**src/rtl/serial_sub.sv**
```systemverilog
// Bit-serial subtractor: one full-subtractor cell plus a registered borrow, LSB-first over WIDTH cycles.
// Optional signed-overflow output enabled by defining SERIAL_SUB_OVF_EN.
module serial_sub #(
  parameter int WIDTH = 8
) (
  input  logic             clk,
  input  logic             rst_n,
  input  logic             start,
  input  logic [WIDTH-1:0] a,
  input  logic [WIDTH-1:0] b,
  output logic             busy,
  output logic             done,
  output logic [WIDTH-1:0] diff,
`ifdef SERIAL_SUB_OVF_EN
  output logic             ovf,
`endif
  output logic             borrow_out
);

  localparam int CW = $clog2(WIDTH) + 1;

  typedef enum logic {
    IDLE = 1'b0,
    RUN  = 1'b1
  } state_t;

  state_t           state_q, state_d;
  logic [CW-1:0]    cnt_q, cnt_d;
  logic [WIDTH-1:0] a_sh_q, a_sh_d;
  logic [WIDTH-1:0] b_sh_q, b_sh_d;
  logic [WIDTH-1:0] res_q, res_d;
  logic [WIDTH-1:0] diff_q, diff_d;
  logic             bin_q, bin_d;
  logic             busy_q, busy_d;
  logic             done_q, done_d;
  logic             borrow_q, borrow_d;
`ifdef SERIAL_SUB_OVF_EN
  logic             a_msb_q, a_msb_d;
  logic             b_msb_q, b_msb_d;
  logic             ovf_q, ovf_d;
`endif

  logic             x, y, d_bit, bout;
  logic [WIDTH-1:0] res_next;

  // Full-subtractor cell on the current operand LSBs
  assign x        = a_sh_q[0];
  assign y        = b_sh_q[0];
  assign d_bit    = x ^ y ^ bin_q;
  assign bout     = (~x & y) | (~(x ^ y) & bin_q);
  assign res_next = {d_bit, res_q[WIDTH-1:1]};

  always_comb begin
    state_d  = state_q;
    cnt_d    = cnt_q;
    a_sh_d   = a_sh_q;
    b_sh_d   = b_sh_q;
    res_d    = res_q;
    diff_d   = diff_q;
    bin_d    = bin_q;
    busy_d   = busy_q;
    done_d   = 1'b0;
    borrow_d = borrow_q;
`ifdef SERIAL_SUB_OVF_EN
    a_msb_d  = a_msb_q;
    b_msb_d  = b_msb_q;
    ovf_d    = ovf_q;
`endif
    unique case (state_q)
      IDLE: begin
        if (start) begin
          a_sh_d  = a;
          b_sh_d  = b;
          bin_d   = 1'b0;
          cnt_d   = '0;
          busy_d  = 1'b1;
          state_d = RUN;
`ifdef SERIAL_SUB_OVF_EN
          a_msb_d = a[WIDTH-1];
          b_msb_d = b[WIDTH-1];
`endif
        end
      end
      RUN: begin
        a_sh_d = a_sh_q >> 1;
        b_sh_d = b_sh_q >> 1;
        res_d  = res_next;
        bin_d  = bout;
        cnt_d  = cnt_q + CW'(1);
        if (cnt_q == CW'(WIDTH - 1)) begin
          // Final bit: publish result, the last d_bit is the result MSB
          diff_d   = res_next;
          borrow_d = bout;
          done_d   = 1'b1;
          busy_d   = 1'b0;
          cnt_d    = '0;
          state_d  = IDLE;
`ifdef SERIAL_SUB_OVF_EN
          ovf_d    = (a_msb_q != b_msb_q) && (d_bit != a_msb_q);
`endif
        end
      end
      default: state_d = IDLE;
    endcase
  end

  always_ff @(posedge clk or negedge rst_n) begin
    if (!rst_n) begin
      state_q  <= IDLE;
      cnt_q    <= '0;
      a_sh_q   <= '0;
      b_sh_q   <= '0;
      res_q    <= '0;
      diff_q   <= '0;
      bin_q    <= 1'b0;
      busy_q   <= 1'b0;
      done_q   <= 1'b0;
      borrow_q <= 1'b0;
`ifdef SERIAL_SUB_OVF_EN
      a_msb_q  <= 1'b0;
      b_msb_q  <= 1'b0;
      ovf_q    <= 1'b0;
`endif
    end else begin
      state_q  <= state_d;
      cnt_q    <= cnt_d;
      a_sh_q   <= a_sh_d;
      b_sh_q   <= b_sh_d;
      res_q    <= res_d;
      diff_q   <= diff_d;
      bin_q    <= bin_d;
      busy_q   <= busy_d;
      done_q   <= done_d;
      borrow_q <= borrow_d;
`ifdef SERIAL_SUB_OVF_EN
      a_msb_q  <= a_msb_d;
      b_msb_q  <= b_msb_d;
      ovf_q    <= ovf_d;
`endif
    end
  end

  assign busy       = busy_q;
  assign done       = done_q;
  assign diff       = diff_q;
  assign borrow_out = borrow_q;
`ifdef SERIAL_SUB_OVF_EN
  assign ovf        = ovf_q;
`endif

endmodule

```
**config.mk**
```make
export PLATFORM = sky130hd
export DESIGN_NAME = serial_sub
export DESIGN_NICKNAME = d
export VERILOG_FILES = /design/src/rtl/serial_sub.sv
export SDC_FILE = /design/constraint.sdc
export NUM_CORES = 1
export LEC_CHECK = 0
export BUFFER_PORTS_ARGS = -buffer_cell sky130_fd_sc_hd__buf_2
export CORE_MARGIN = 1
export CORE_UTILIZATION = 49
export DETAILED_ROUTE_END_ITERATION = 7
export GPL_TIMING_DRIVEN = 0
export HOLD_SLACK_MARGIN = 0.03
export PLACE_DENSITY = 0.8
export RECOVER_POWER = 50
export SLEW_MARGIN = 10
export SYNTH_ARGS = -nofsm -noshare
export SYNTH_HDL_FRONTEND = slang
export SYNTH_SLANG_ARGS = --single-unit
export TNS_END_PERCENT = 1
```
**constraint.sdc**
```tcl
create_clock -name clk -period 1.3 [get_ports clk]
set_input_delay 0.065 -clock clk [delete_from_list [all_inputs] [get_ports clk]]
set_output_delay 0.065 -clock clk [all_outputs]
set_load 0.005 [all_outputs]
```
==> results.md <==
* F_max at 766.3 MHz
* Max_slew headroom at 35.14%
* Clock skew at 0.01106 ns
* P_leak at 1.060 nW
* Clk_lat worst skew at around 0.34 ns
* Leading area contributor after synthesis: dfrtp_1
* Reg-to-reg startpoint: cnt_q[0]
* Post-route setup TNS at -0.009819 ns
* Share of layout cells above drive strength 1 at 29.47%
* Antenna Nets Post-Route at 0
* Final max-slew violation count at 0
* FP Rows at 21
* Final Core Density at 64.68%
* Endpoint, Worst Hold: b_sh_q[2]
* Most common cell after layout, fill and taps aside: dfrtp_1
* Most frequent cells in the layout: 39 x dfrtp_1, 19 x buf_2, 18 x nand2_1
* Die footprint at between 3000 and 4000 um^2
* Die Y at 61.13 um
* Die width at 61.13 um
* Num CTS Buffers at 5
* RSZ-0062 raised after global routing: yes
* Clk root buf: clkbuf_4
* Via count at 1196
* Synth area leaders: dfrtp_1 58%, mux2i_1 9.9%, mux2_4 6.1%
* Cells after DPL at 211
* Hold-critical path depth at 3
* CTS max path bufs at 2
* Core footprint at ~3300 um^2
* Largest net degree at the start of global routing at between 40 and 50
* Final-report hold violation count at 0
* Register area share after synthesis at slightly below 60%
* Vias per cell at 5.068
* Final setup margin at -0.005029 ns
* Min Tclk post-route at roughly 1.3 ns
* Area Overhead vs Synth at 26.00%
* Power density cells at 2090 nW/um^2
* Max FO, Critical Path at 5
* TritonCTS clock tree: built
* # DRC at 0
* Final HPWL from detailed placement at roughly 2000 um
* FF-to-FF End: diff[1]
* Hold Startpoint: b[2]
* Clock Sinks at 40
* Mapped Avg Cell Area at 12.50 um^2
* Crit path launch type: flop
* Finish-stage setup viols at 2
* CP endpoint kind: flop
* Finished Layout Cells at 236
* Worst slew pin tran at between 0.9 and 1 ns
* H-tree depth at 2
* Port Buf Inserts at 28
* First-pass GRT wire length at 5161 um
* Syn Std Cell Area at 1713 um^2
* Final net count at 211
* Initial antenna violation count at 0
* Grt ovf at 0
* Failing checks: setup timing
* WP data arrival at 1.54 ns
* Status: finished, violations left
* Peak VDD IR at 0.9428 mV
* Routed wire length at 3179 um
* Drt pass-1 iters at 4
* GRT Total Usage at 19.40%
* IO Pins at 30
* Worst setup path class: reg2reg
* Post-detailed-route wirelength per cell at 13.47 um
* Net Count, Synth at ~160
* Cell variety after synth at 21
* Footprint of the multi-input gates at 665.6 um^2
* Area share of the largest cell type after synthesis at 58.44%
* R2r setup slk at -0.005 ns
* Vias in the first global route at about 1200
* Warnings, synthesis at 0
* Number of synthesized register bits at 40
* Critical Path RT at 1.54 ns
* Period utilisation layout at 100.4%
* Worst r2r path cells at 4
* Clock-pin slew on the worst setup and hold paths at 0.11 ns
* Synthesized netlist cell count at around 140
* Worst min path class: in2reg
* Initial drt markers at 35
* Ant. Diodes at 0
* MaxCap Viol Count at 0
* Hold WS at 0.04979 ns
* Initial Util at 51.33%
* FF+latch area at about 1000 um^2
* Filler cells at 280
* GP Congestion at 0.7294
* Total power at 4.511 mW
[flip-flops by register name (all words and copies together) (netlist names)]
signal	flops
a_sh_q	8
b_sh_q	8
bin_q	1
borrow_out	1
busy	1
cnt_q	4
diff	8
done	1
res_q	7
state_q	1
[per-layer routing]
metal  global-route usage, %  wire (um)  vias up
li1                        -          -      576
met1                   25.03       1471      579
met2                   30.59       1529       36
met3                   6.723        139        5
met4                   6.494         39        0
met5                       0          0        -
[metrics by stage]
stage	setup slack, ns	area, um^2
finish	-0.005029	2158
global route	-0.06583	2158
CTS	-0.01905	2162
detailed placement	-0.06280	1913
global placement	-0.04438	1913
floorplan	0.01783	1715
[worst max-delay path: stages (launching register included)]
cell	delay (ns)
dfrtp_1	0.42
ha_4	0.17
nand4b_4	0.14
clkbuf_16	0.19
mux2_4	0.28
[timing repair]
item,CTS,global route
gates resized for setup,4,5
pin swaps,2,1
endpoints found under the hold margin,52,0
gates cloned,1,0
hold buffers,13,0
endpoints found under the setup margin,8,24
buffers inserted,3,1
[how the worst max path moves through the flow]
stage	startpoint	slack, ns	cells past startpoint	endpoint
final	cnt_q[0]	-0.005	4	diff[1]
after global routing	cnt_q[0]	-0.07	4	diff[1]
after CTS	cnt_q[1]	-0.02	4	diff[2]
after detailed placement	cnt_q[0]	-0.06	4	diff[5]
after global placement	cnt_q[0]	-0.04	4	diff[7]
after floorplan	cnt_q[0]	0.02	4	diff[1]
[report_power, final]
part,switching [mW],total (mW),internal (mW)
Combinational,0.772,1.78,1.00
Sequential,0.383,2.17,1.78
Clock,0.369,0.568,0.199
Total,1.52,4.51,2.99
[cells by family after synthesis]
| family | share of synthesized area, % |
|---|---|
| buffers and inverters | 3.944 |
| muxes | 21.33 |
| AOI/OAI and AO/OA | 6.720 |
| DFF | 58.44 |
| adders and majority gates | 1.899 |
| xor gates and xnor gates | 0.5114 |
| and+or+nand+nor | 7.158 |
[synth_stat cells]
cell type,count
a31o_2,1
nor2_1,8
mux2_2,8
nand3_1,2
fa_1,1
buf_4,1
dfrtp_1,40
buf_2,3
nand4b_2,1
mux2_4,7
clkbuf_1,1
a21oi_1,1
a22o_1,1
o31ai_1,1
o21ai_0,17
ha_1,1
xnor2_1,1
nand2_1,18
inv_1,5
mux2i_1,17
buf_6,2
[final cells by class]
class / instances / share of cell area (%)
Clock inverter: 1 / 0.2319
Buffer: 7 / 2.551
Multi-Input combinational cell: 85 / 30.84
Inverter: 5 / 0.8696
Tap cell: 46 / 2.667
Sequential cell: 40 / 46.43
Clock buffer: 6 / 1.913
Timing Repair Buffer: 46 / 14.49
No activity file was read; power rests on OpenSTA's default activity.
